## config.mk

```make
export PLATFORM = sky130hd
export DESIGN_NAME = masked_and_redundant_pipe
export DESIGN_NICKNAME = d
export VERILOG_FILES = /design/src/rtl/masked_and_redundant_pipe.sv
export SDC_FILE = /design/constraint.sdc
export NUM_CORES = 1
export LEC_CHECK = 0
export ABC_AREA = 1
export CAP_MARGIN = 15
export CELL_PAD_IN_SITES_DETAIL_PLACEMENT = 0
export CELL_PAD_IN_SITES_GLOBAL_PLACEMENT = 1
export CORE_ASPECT_RATIO = 0.7
export CORE_MARGIN = 5
export CORE_UTILIZATION = 37
export DETAILED_ROUTE_END_ITERATION = 7
export MAX_ROUTING_LAYER = met4
export PLACE_DENSITY_LB_ADDON = 0.12
export REMOVE_ABC_BUFFERS = 1
export SKIP_CTS_REPAIR_TIMING = 1
export SYNTH_ARGS = -nofsm -noshare
export SYNTH_HDL_FRONTEND = slang
export SYNTH_SLANG_ARGS = --single-unit
```

## constraint.sdc

```tcl
create_clock -name clk -period 1.8 [get_ports clk]
set_clock_uncertainty 0.15 [all_clocks]
set_input_delay 0.36 -clock clk [delete_from_list [all_inputs] [get_ports clk]]
set_output_delay 0.36 -clock clk [all_outputs]
set_load 0.02 [all_outputs]
```

## src/rtl/masked_and_redundant_pipe.sv

```systemverilog
// masked_and_redundant_pipe
//   Three-stage pipelined 2-share masked AND gadget. Each of WIDTH lanes carries
//   REP replicas of every share. The replicas are majority-voted after the domain
//   products, so a minority of flipped replicas is corrected and the disagreement
//   is flagged and counted.
// Ports
//   clk, reset                 clock (rising edge), async active-high reset
//   in_valid                   operands valid this cycle
//   port_a_0/1, port_b_0/1     operand shares, bit lane*REP+k = replica k of lane
//   port_r                     fresh mask, one bit per lane shared by all replicas
//   clear_fault                sync clear of fault_sticky / fault_count
//   out_valid                  port_c_* hold one result (3 cycles after in_valid)
//   port_c_0/1                 result shares of a&b, replicated
//   fault_detect               pulse with out_valid: replicas disagreed
//   fault_sticky, fault_count  sticky flag and saturating count of faulty results
module masked_and_redundant_pipe #(
  parameter int unsigned WIDTH   = 1,
  parameter int unsigned REP     = 3,
  parameter int unsigned COUNT_W = 8
) (
  input  logic                     clk,
  input  logic                     reset,
  input  logic                     in_valid,
  input  logic [WIDTH*REP-1:0]     port_a_0,
  input  logic [WIDTH*REP-1:0]     port_a_1,
  input  logic [WIDTH*REP-1:0]     port_b_0,
  input  logic [WIDTH*REP-1:0]     port_b_1,
  input  logic [WIDTH-1:0]         port_r,
  input  logic                     clear_fault,
  output logic                     out_valid,
  output logic [WIDTH*REP-1:0]     port_c_0,
  output logic [WIDTH*REP-1:0]     port_c_1,
  output logic                     fault_detect,
  output logic                     fault_sticky,
  output logic [COUNT_W-1:0]       fault_count
);

  localparam int unsigned N = WIDTH * REP;

  // Per-lane majority of the REP replicas, broadcast back to every replica.
  function automatic logic [N-1:0] vote(input logic [N-1:0] u);
    logic [N-1:0] v;
    int unsigned  ones;
    v = '0;
    for (int unsigned l = 0; l < WIDTH; l++) begin
      ones = 0;
      for (int unsigned k = 0; k < REP; k++) begin
        ones = ones + 32'(u[l*REP+k]);
      end
      v[l*REP +: REP] = {REP{ones > (REP / 2)}};
    end
    return v;
  endfunction

  // Stage registers
  logic [N-1:0] u00_q, u01_q, u10_q, u11_q;
  logic         valid1_q;
  logic [N-1:0] v00_q, v01_q, v10_q, v11_q;
  logic         valid2_q, mis_q;

  logic [N-1:0]       r_rep;
  logic [N-1:0]       v00_d, v01_d, v10_d, v11_d;
  logic               mis_d;
  logic               fault_next;
  logic               sticky_d;
  logic [COUNT_W-1:0] count_d;

  // The single mask bit of a lane feeds all its replicas.
  always_comb begin
    r_rep = '0;
    for (int unsigned l = 0; l < WIDTH; l++) begin
      r_rep[l*REP +: REP] = {REP{port_r[l]}};
    end
  end

  // S1: domain products; cross terms are re-masked before the register so no
  // unmasked combination of shares is ever stored.
  always_ff @(posedge clk or posedge reset) begin
    if (reset) begin
      u00_q    <= '0;
      u01_q    <= '0;
      u10_q    <= '0;
      u11_q    <= '0;
      valid1_q <= 1'b0;
    end else begin
      u00_q    <= port_a_0 & port_b_0;
      u11_q    <= port_a_1 & port_b_1;
      u01_q    <= (port_a_0 & port_b_1) ^ r_rep;
      u10_q    <= (port_a_1 & port_b_0) ^ r_rep;
      valid1_q <= in_valid;
    end
  end

  // S2: majority correction and disagreement detection.
  always_comb begin
    v00_d = vote(u00_q);
    v01_d = vote(u01_q);
    v10_d = vote(u10_q);
    v11_d = vote(u11_q);
    mis_d = valid1_q & (|((u00_q ^ v00_d) | (u01_q ^ v01_d) |
                          (u10_q ^ v10_d) | (u11_q ^ v11_d)));
  end

  always_ff @(posedge clk or posedge reset) begin
    if (reset) begin
      v00_q    <= '0;
      v01_q    <= '0;
      v10_q    <= '0;
      v11_q    <= '0;
      valid2_q <= 1'b0;
      mis_q    <= 1'b0;
    end else begin
      v00_q    <= v00_d;
      v01_q    <= v01_d;
      v10_q    <= v10_d;
      v11_q    <= v11_d;
      valid2_q <= valid1_q;
      mis_q    <= mis_d;
    end
  end

  // S3 fault accounting: a clear takes effect before a coincident fault.
  always_comb begin
    fault_next = valid2_q & mis_q;
    sticky_d   = (fault_sticky & ~clear_fault) | fault_next;
    count_d    = clear_fault ? '0 : fault_count;
    if (fault_next && (count_d != {COUNT_W{1'b1}})) begin
      count_d = count_d + 1'b1;
    end
  end

  // S3: compression and registered outputs.
  always_ff @(posedge clk or posedge reset) begin
    if (reset) begin
      port_c_0     <= '0;
      port_c_1     <= '0;
      out_valid    <= 1'b0;
      fault_detect <= 1'b0;
      fault_sticky <= 1'b0;
      fault_count  <= '0;
    end else begin
      port_c_0     <= v00_q ^ v01_q;
      port_c_1     <= v10_q ^ v11_q;
      out_valid    <= valid2_q;
      fault_detect <= fault_next;
      fault_sticky <= sticky_d;
      fault_count  <= count_d;
    end
  end

endmodule
```

# Word level (Yosys, flattened, before mapping)
# Index checks and enable logic that the tools add are counted.
[classes]
n_reduce_logical = 2
n_div = 0
add_sub_neg = 9
shifts = 0
n_bitwise = 20
n_eq_ne = 1
muxes = 2
order_cmp = 4
n_mul = 0
[ops]
columns = ["op", "n"]
rows = [
  ["3-bit XOR", 8],
  ["8-bit two-way mux", 2],
  ["2-bit by 1-bit adder with 3-bit output", 4],
  ["3-bit AND", 4],
  ["3-bit by 1-bit greater-than comparator with 1-bit output (second input constant)", 4],
  ["3-bit bitwise OR", 3],
  ["1-bit by 1-bit adder with 2-bit output", 4],
  ["8-bit by 1-bit adder with 8-bit output (second input constant)", 1],
  ["8-bit inequality test (second input constant)", 1],
  ["1-bit AND", 3],
  ["3-bit OR reduction", 1],
  ["1-bit logical AND", 1],
  ["1-bit inverter", 1],
  ["1-bit bitwise OR", 1],
]
[word_totals]
n_memories = 0
romBits = 0
input_bits = 17
latch_bits = 0
elab_cells = 55
out_inout_bits = 17
register_bits = 36
ram_bits = 0

# Logic depth before layout (Yosys ltp)
# Gate-level depths: netlist (run 1).
[depth]
word_depth = 9
ltp_mapped = 10

# Least setup slack after synthesis (run 1)
# No wires, ideal clock.
[synth_timing]
path_type = "flip-flop to flip-flop"
startpoint = "register fault_count[0]"
endpoint = "register fault_count[7]"
setup_slack_ns = 0.137
t_required_ns = 1.535
path_stages_with_launch = 11
arrival_time_ns = 1.398
setup_time_ns = 0.115
period_less_slack_ns = 1.663
path_cell_list = "dfrtp_1 inv_1 nor2_1 ha_1 nand3_2 nor2_4 nand2_4 nand2_8 inv_8 nand2_2 nand2_2"
[synth_via]
elab_chain_len = 4
[synth_lines]
columns = ["item", "line_no", "source"]
rows = [
  ["start, declared", "35", "output logic [COUNT_W-1:0] fault_count"],
  ["start signal, assigned", "147", "fault_count <= count_d;"],
  ["8-bit two-way mux (*)", "126", "count_d = clear_fault ? '0 : fault_count;"],
  ["branches (longest 2 deep; another with 8-bit by 1-bit adder with 8-bit output)", "--", ""],
  ["8-bit two-way mux (*)", "127", "if (fault_next && (count_d != {COUNT_W{1'b1}})) begin"],
  ["via count_d[7]", "66", "logic [COUNT_W-1:0] count_d;"],
]
# Mark *: on every way through the listed nets, which the timed path passes.

# Worst setup path in the final report (run 1)
[layout_timing]
startpoint = "register fault_count[1]"
endpoint = "output fault_count[1]"
# No word-level cell between the ends.

==> results by group, run 1 <==
Run status
  – Status: finished clean

Worst hold path
  – Worst hold path type: register to register
  – Hold Startpoint: valid2_q$_DFF_PP0_
  – WHS Path Cells: 0
  – Hold endpoint: out_valid$_DFF_PP0_

Clock network
  – Sink Count: 32
  – TritonCTS Buffers: 5
  – Root buffer cell: clkbuf_8
  – CTS tree: done
  – Max H-tree Level: 2
  – Clk Latency, worst-skew pair: 0.27 ns
  – CTS max path bufs: 2
  – Worst-path clk slew: 0.06 ns

Finish
  – Post-layout net count: 265
  – Area Overhead vs Synth: 34.9%
  – ANT cells: 0
  – Share of layout cells above drive strength 1: 17.0%
  – Storage cell area: 801 sq um
  – # fillers: 416
  – Area of the multi-input gates: 676 sq um

Placement
  – Dpl hpwl: 2610 um
  – Routability cong.: 0.736
  – Port buffer count: 33
  – DP Worst Slack: -0.268 ns

Logic synthesis
  – Post-Syn Instances: 193
  – Post-synth cell types: 22
  – Register area share after synthesis: 48.7%
  – Cell Area, Synth: 1640 sq um
  – Synth area leaders: dfrtp_1, nand2_1, inv_1
  – Fraction of registers with async set/reset: 100%
  – Avg Synthesized Cell Area: 8.52 sq um
  – Synthesized flop and latch total: 32
  – Top cell type's share of synthesized area: 48.7%
  – Area leader, netlist: dfrtp_1
  – Synth Flop Type: dfrtp_1
  – Top cells by count, synth: nand2_1, inv_1, dfrtp_1, xor2_1, nand2_2
  – Count leader, synth: nand2_1
  – Synth warnings: 0
  – EDFF count, synth: 0

Detailed routing
  – Drt total wl: 3220 um
  – DR top layer: met4
  – DRT met1 WL: 1590 um
  – DRT iter0 DRCs: 45
  – Post-route ant nets: 0
  – Drt pass-1 iters: 4
  – Routed wire length per instance: 10.9 um
  – Met2 wire len: 1320 um
  – Drt drc: 0
  – Vias per inst: 4.30
  – Routed via count: 1273
  – Routed met3 length: 237 um

Timing
  – Slew Viols, Final: 0
  – F_max: 571 MHz
  – Final critical-path share of the clock period: 97.3%
  – Final hold vios: 0
  – Slew @ Worst Pin: 0.411 ns
  – Setup-failing EPs final: 0
  – Final period demand of the worst path: 1.75 ns
  – RSZ-0062 raised after global routing: false
  – Relative slew slack: 72.6%
  – Fin worst setup slack: 0.0491 ns

Setup path
  – Worst r2r src: fault_count[0]$_DFF_PP0_
  – Top delay family on crit path: buffers and inverters
  – Worst Path Required: 1.29 ns
  – Worst-path fanout max: 2
  – Max incr delay on CP: 0.61 ns
  – CP startpoint kind: register
  – Reg-to-reg slack, setup: 0.24 ns
  – R2r endpoint: fault_count[7]$_DFF_PP0_
  – Critical path buffers and inverters: 1
  – Slowest-stage cell, CP: clkdlybuf4s50_1
  – Critical path arrival: 1.24 ns
  – CP cell instances: clkdlybuf4s50_1
  – Critical Path Start: fault_count[1]$_DFF_PP0_
  – FF-to-FF path depth: 10
  – Setup CP Type: register to output pin
  – Nature of the critical path endpoint: output pin

Floorplan
  – I/O pin cnt: 34
  – Chip width: 89.7 um
  – Die ar.: 5900 sq um
  – Core area: 4330 sq um
  – Std-Cell Rows: 20
  – Initial core utilization: 38.0%
  – Die Y: 65.8 um

Global routing
  – Initial antenna violation count: 0
  – Largest net degree at the start of global routing: 33
  – Global router's overall resource usage: 12.9%
  – Vias in the first global route: 1233
  – First-pass GRT wire length: 5540 um
  – Grt ovf: 0

Power
  – VDD IR max: 0.408 mV
  – P_leak: 0.00133 uW
  – Post-layout total power: 1620 uW
  – Pwr dens: 730 nW/um^2

Run
  – Max Cap Viol: 0
## metal layers
layer / GRT usage [%] / vias up
met4: 5.58 / 0
met3: 3.36 / 7
met2: 16.9 / 41
met1: 18.6 / 562
li1: - / 663
met5: - / -
## through the flow
step | TNS (ns) | std cells | util [%] | hold slack (ns) | instance area (sq um)
after CTS | -0.150 | 296 | 50.5 | 0.231 | 2190
final | 0 | 296 | 51.2 | 0.227 | 2220
after global placement | -1.49 | 291 | 48.9 | 0.211 | 2120
after floorplan | 0 | 189 | - | 0.204 | 1610
after detailed placement | -2.01 | 291 | 48.9 | 0.218 | 2120
after global routing | 0 | 296 | 51.2 | 0.235 | 2220
## sequential cells by signal, summed over array words and instances (netlist names)
signal and flops:
u01_q 3, fault_count 8, mis_q 1, v11_q 1
valid2_q 1, valid1_q 1, fault_detect 1, v10_q 1
u11_q 3, v00_q 1, u00_q 3, fault_sticky 1
out_valid 1, u10_q 3, port_c_1 1, port_c_0 1
v01_q 1
## cell type report
type | instances | share of cell area (%)
flip-flops and latches | 32 | 36.1
multi-input cells | 121 | 30.5
repair buffers | 47 | 20.8
inverters | 36 | 6.43
clock buffers | 5 | 3.10
well taps | 55 | 3.10
## report_power, final
| group | leakage (uW) | total (uW) | switching, uW | internal [uW] |
|---|---|---|---|---|
| sequential | 0.000404 | 807 | 31.9 | 775 |
| clock | 0.0000359 | 472 | 224 | 248 |
| combinational | 0.000894 | 339 | 180 | 159 |
| total | 0.00133 | 1620 | 436 | 1180 |
## cells by family (layout without fill, tap and decap cells)
logic type | count (synthesis) | count (layout) | share of synthesized area (%)
DFF | 32 | 32 | 48.7
adders and majority gates | 5 | 5 | 3.81
and+or+nand+nor | 102 | 102 | 30.0
xor gates and xnor gates | 12 | 12 | 6.39
buffers and inverters | 40 | 88 | 10.5
AOI/OAI and AO/OA | 2 | 2 | 0.609
## how the worst max path moves through the flow
stage / to / slack [ns] / cells after the start
4_1_cts: fault_count[3] / -0.07 / 1
2_1_floorplan: fault_count[7]$_DFF_PP0_ / 0.14 / 10
5_1_grt: port_c_0[2] / 0.009 / 1
6_report: fault_count[1] / 0.05 / 1
3_3_place_gp: fault_count[7]$_DFF_PP0_ / -0.20 / 10
3_5_place_dp: fault_count[0]$_DFF_PP0_ / -0.27 / 10
## layout by cell type (no fill, tap or decap)
cell type	count
nand2_1	67
inv_1	33
dfrtp_1	32
clkdlybuf4s50_1	23
buf_4	14
xor2_1	11
dlymetal6s2s_1	10
nand2_2	9
nor2_1	6
nand3_1	5
ha_1	5
clkbuf_8	5
nor2_2	3
nor2_4	3
nand2_4	2
nand4_1	2
o21ai_0	2
nand3b_1	2
clkinv_1	1
inv_2	1
nand3_2	1
nand2_8	1
inv_8	1
nor3_2	1
xnor2_1	1
No activity file was read; power rests on OpenSTA's default activity.
==> run 2: changes to the inputs <==
--- a/config.mk
+++ b/config.mk
@@ -9,7 +9,7 @@
 export CAP_MARGIN = 15
 export CELL_PAD_IN_SITES_DETAIL_PLACEMENT = 0
 export CELL_PAD_IN_SITES_GLOBAL_PLACEMENT = 1
-export CORE_ASPECT_RATIO = 0.7
+export CORE_ASPECT_RATIO = 0.5
 export CORE_MARGIN = 5
 export CORE_UTILIZATION = 37
 export DETAILED_ROUTE_END_ITERATION = 7
==> run 2 against run 1 <==
  * Final area about the same
  * Via count down 2.4%
  * Die area up 1.0%
  * Global-route usage down 2.1 points
  * Clock-buffer cell count up 1
  * Power up 1.2%
  * Critical path depth unchanged
  * Maximum frequency down 0.39%
==> results by group, run 2 (synthesized netlist as in run 1, its figures left out) <==
Setup path
  – FF-to-FF path depth: 10 (unchanged)
  – Worst Path Required: 1.29 ns (about the same)
  – Worst r2r src: fault_count[0]$_DFF_PP0_
  – WP depth: 1 (unchanged)
  – Critical path arrival: 1.25 ns (about the same)
  – Nature of the critical path endpoint: output pin
  – CP startpoint kind: register
  – Max incr delay on CP: 0.61 ns (about the same)
  – Setup CP Type: register to output pin
  – Slowest-stage cell, CP: clkdlybuf4s50_1
  – Reg-to-reg slack, setup: 0.24 ns (about the same)
  – Worst-path fanout max: 3 (+1)
  – R2r endpoint: fault_count[7]$_DFF_PP0_
  – Critical path buffers and inverters: 1 (unchanged)
  – Critical Path Start: port_c_1[1]$_DFF_PP0_
  – Crit path capture: port_c_1[0]
  – CP cell instances: clkdlybuf4s50_1
  – Top delay family on crit path: buffers and inverters

Placement
  – Area of placed instances: 2110 sq um (-0.24%)
  – Port buffer count: 33 (unchanged)
  – Dpl hpwl: 2370 um (-9.0%)
  – Routability cong.: 0.722 (-1.9%)
  – DP Cell Count: 292 (+0.34%)
  – DP Worst Slack: -0.244 ns (+0.0237 ns)

Timing
  – RSZ-0062 raised after global routing: false
  – Final period demand of the worst path: 1.76 ns (+0.00692 ns)
  – Final critical-path share of the clock period: 97.7% (+0.38 points)
  – Slew @ Worst Pin: 0.383 ns (-0.0278 ns)
  – F_max: 569 MHz (-0.39%)
  – Slew Viols, Final: 0 (unchanged)
  – Setup-failing EPs final: 0 (unchanged)
  – Fin worst setup slack: 0.0422 ns (-0.00692 ns)
  – Relative slew slack: 74.5% (+1.9 points)
  – Final hold vios: 0 (unchanged)

Power
  – Internal power: 1200 uW (+1.3%)
  – Clk network pwr share: 30.1% (+0.9 points)
  – Net Sw Frac: 26.9% (-0.077 points)
  – Reg power frac: 49.3% (-0.6 points)
  – VDD IR max: 0.259 mV (-36%)
  – Pwr dens: 738 nW/um^2 (+1.1%)
  – Comb power frac: 20.6% (-0.3 points)
  – P_leak: 0.00131 uW (-1.8%)
  – P_sw: 440 uW (+0.89%)

Detailed routing
  – Post-route ant nets: 0 (unchanged)
  – Drt pass-1 iters: 4 (unchanged)
  – Vias per inst: 4.16 (-3.3%)
  – Drt total wl: 2850 um (-11%)
  – Routed wire length per instance: 9.55 um (-12%)
  – Routed via count: 1243 (-2.4%)
  – Drt drc: 0 (unchanged)
  – DRT iter0 DRCs: 16 (-64%)

Finish
  – Top reg by flops: fault_count
  – ANT cells: 0 (unchanged)
  – Max reg flops: 8 (unchanged)
  – Commonest cells after routing, fill and taps aside: nand2_1, inv_1, dfrtp_1
  – Area Overhead vs Synth: 34.9% (about the same)
  – Share of layout cells above drive strength 1: 17.4% (+0.34 points)
  – Commonest non-fill, non-tap cell in the layout: nand2_1
  – Post-route insts no fill: 299 (+1.0%)
  – Post-layout net count: 264 (-0.38%)
  – Final Cell Area: 2220 sq um (about the same)

Floorplan
  – Initial core utilization: 37.9% (-0.088 points)
  – Die Y: 57.1 um (-13%)
  – I/O pin cnt: 34 (unchanged)
  – Std-Cell Rows: 17 (-15%)
  – Die ar.: 5960 sq um (+1.0%)
  – Core area: 4340 sq um (+0.23%)
  – Chip width: 104 um (+16%)

Clock network
  – CTS tree: done
  – Root buffer cell: clkbuf_8
  – CTS max path bufs: 2 (unchanged)
  – Sink Count: 32 (unchanged)
  – TritonCTS Buffers: 5 (unchanged)
  – Clk Latency, worst-skew pair: 0.27 ns (about the same)
  – Worst-path clk slew: 0.06 ns (about the same)
  – Max H-tree Level: 2 (unchanged)

Run status
  – Status: finished clean

Global routing
  – Largest net degree at the start of global routing: 33 (unchanged)
  – Initial antenna violation count: 0 (unchanged)
  – First-pass GRT wire length: 5050 um (-8.8%)
  – Grt ovf: 0 (unchanged)
  – Global router's overall resource usage: 10.8% (-2.1 points)
  – Vias in the first global route: 1193 (-3.2%)

Run
  – Max Cap Viol: 0 (unchanged)

Worst hold path
  – Worst hold path type: register to register
==> run 2: per-layer routing <==
layer | track usage, % | routed length (um) | up-vias
met1 | 13.2 | 1330 | 551
met5 | - | 0 | -
met3 | 4.18 | 141 | 2
met4 | 3.87 | 24 | 0
met2 | 16.3 | 1360 | 28
li1 | - | - | 662
==> run 2: per-stage QoR <==
step / hold slack, ns / TNS (ns) / power [uW] / util [%]
6_report: 0.221 / 0 / 1640 / 51.1
5_1_grt: 0.246 / 0 / 1740 / 51.1
4_1_cts: 0.224 / -0.0953 / 1660 / 50.5
3_5_place_dp: 0.209 / -1.80 / 1170 / 48.7
3_3_place_gp: 0.210 / -1.38 / 1160 / 48.7
2_1_floorplan: 0.204 / 0 / 996 / -
==> run 2: area by class of cell <==
class / count / area [sq um]
tap: 57 / 71.3
sequential: 32 / 801
fill: 425 / 2120
timing repair buffer: 46 / 448
inverter: 36 / 143
multi-input combinational: 121 / 678
clock buffer: 6 / 72.6
clock inverter: 1 / 5.00
==> run 2: worst min-delay path by stage <==
stage	slack (ns)	start	end	cells after the start
global route	0.25	valid2_q$_DFF_PP0_	out_valid$_DFF_PP0_	0
floorplan	0.20	valid2_q$_DFF_PP0_	out_valid$_DFF_PP0_	0
CTS	0.22	valid2_q$_DFF_PP0_	out_valid$_DFF_PP0_	0
global placement	0.21	valid2_q$_DFF_PP0_	out_valid$_DFF_PP0_	0
finish	0.22	valid2_q$_DFF_PP0_	out_valid$_DFF_PP0_	0
detailed placement	0.21	valid2_q$_DFF_PP0_	out_valid$_DFF_PP0_	0
==> run 2: power groups by stage <==
stage,Combinational (uW),Clock [uW],Sequential (uW)
detailed placement,344,0,822
finish,337,493,807
global placement,339,0,818
floorplan,125,0,871
global route,375,550,814
CTS,345,511,809
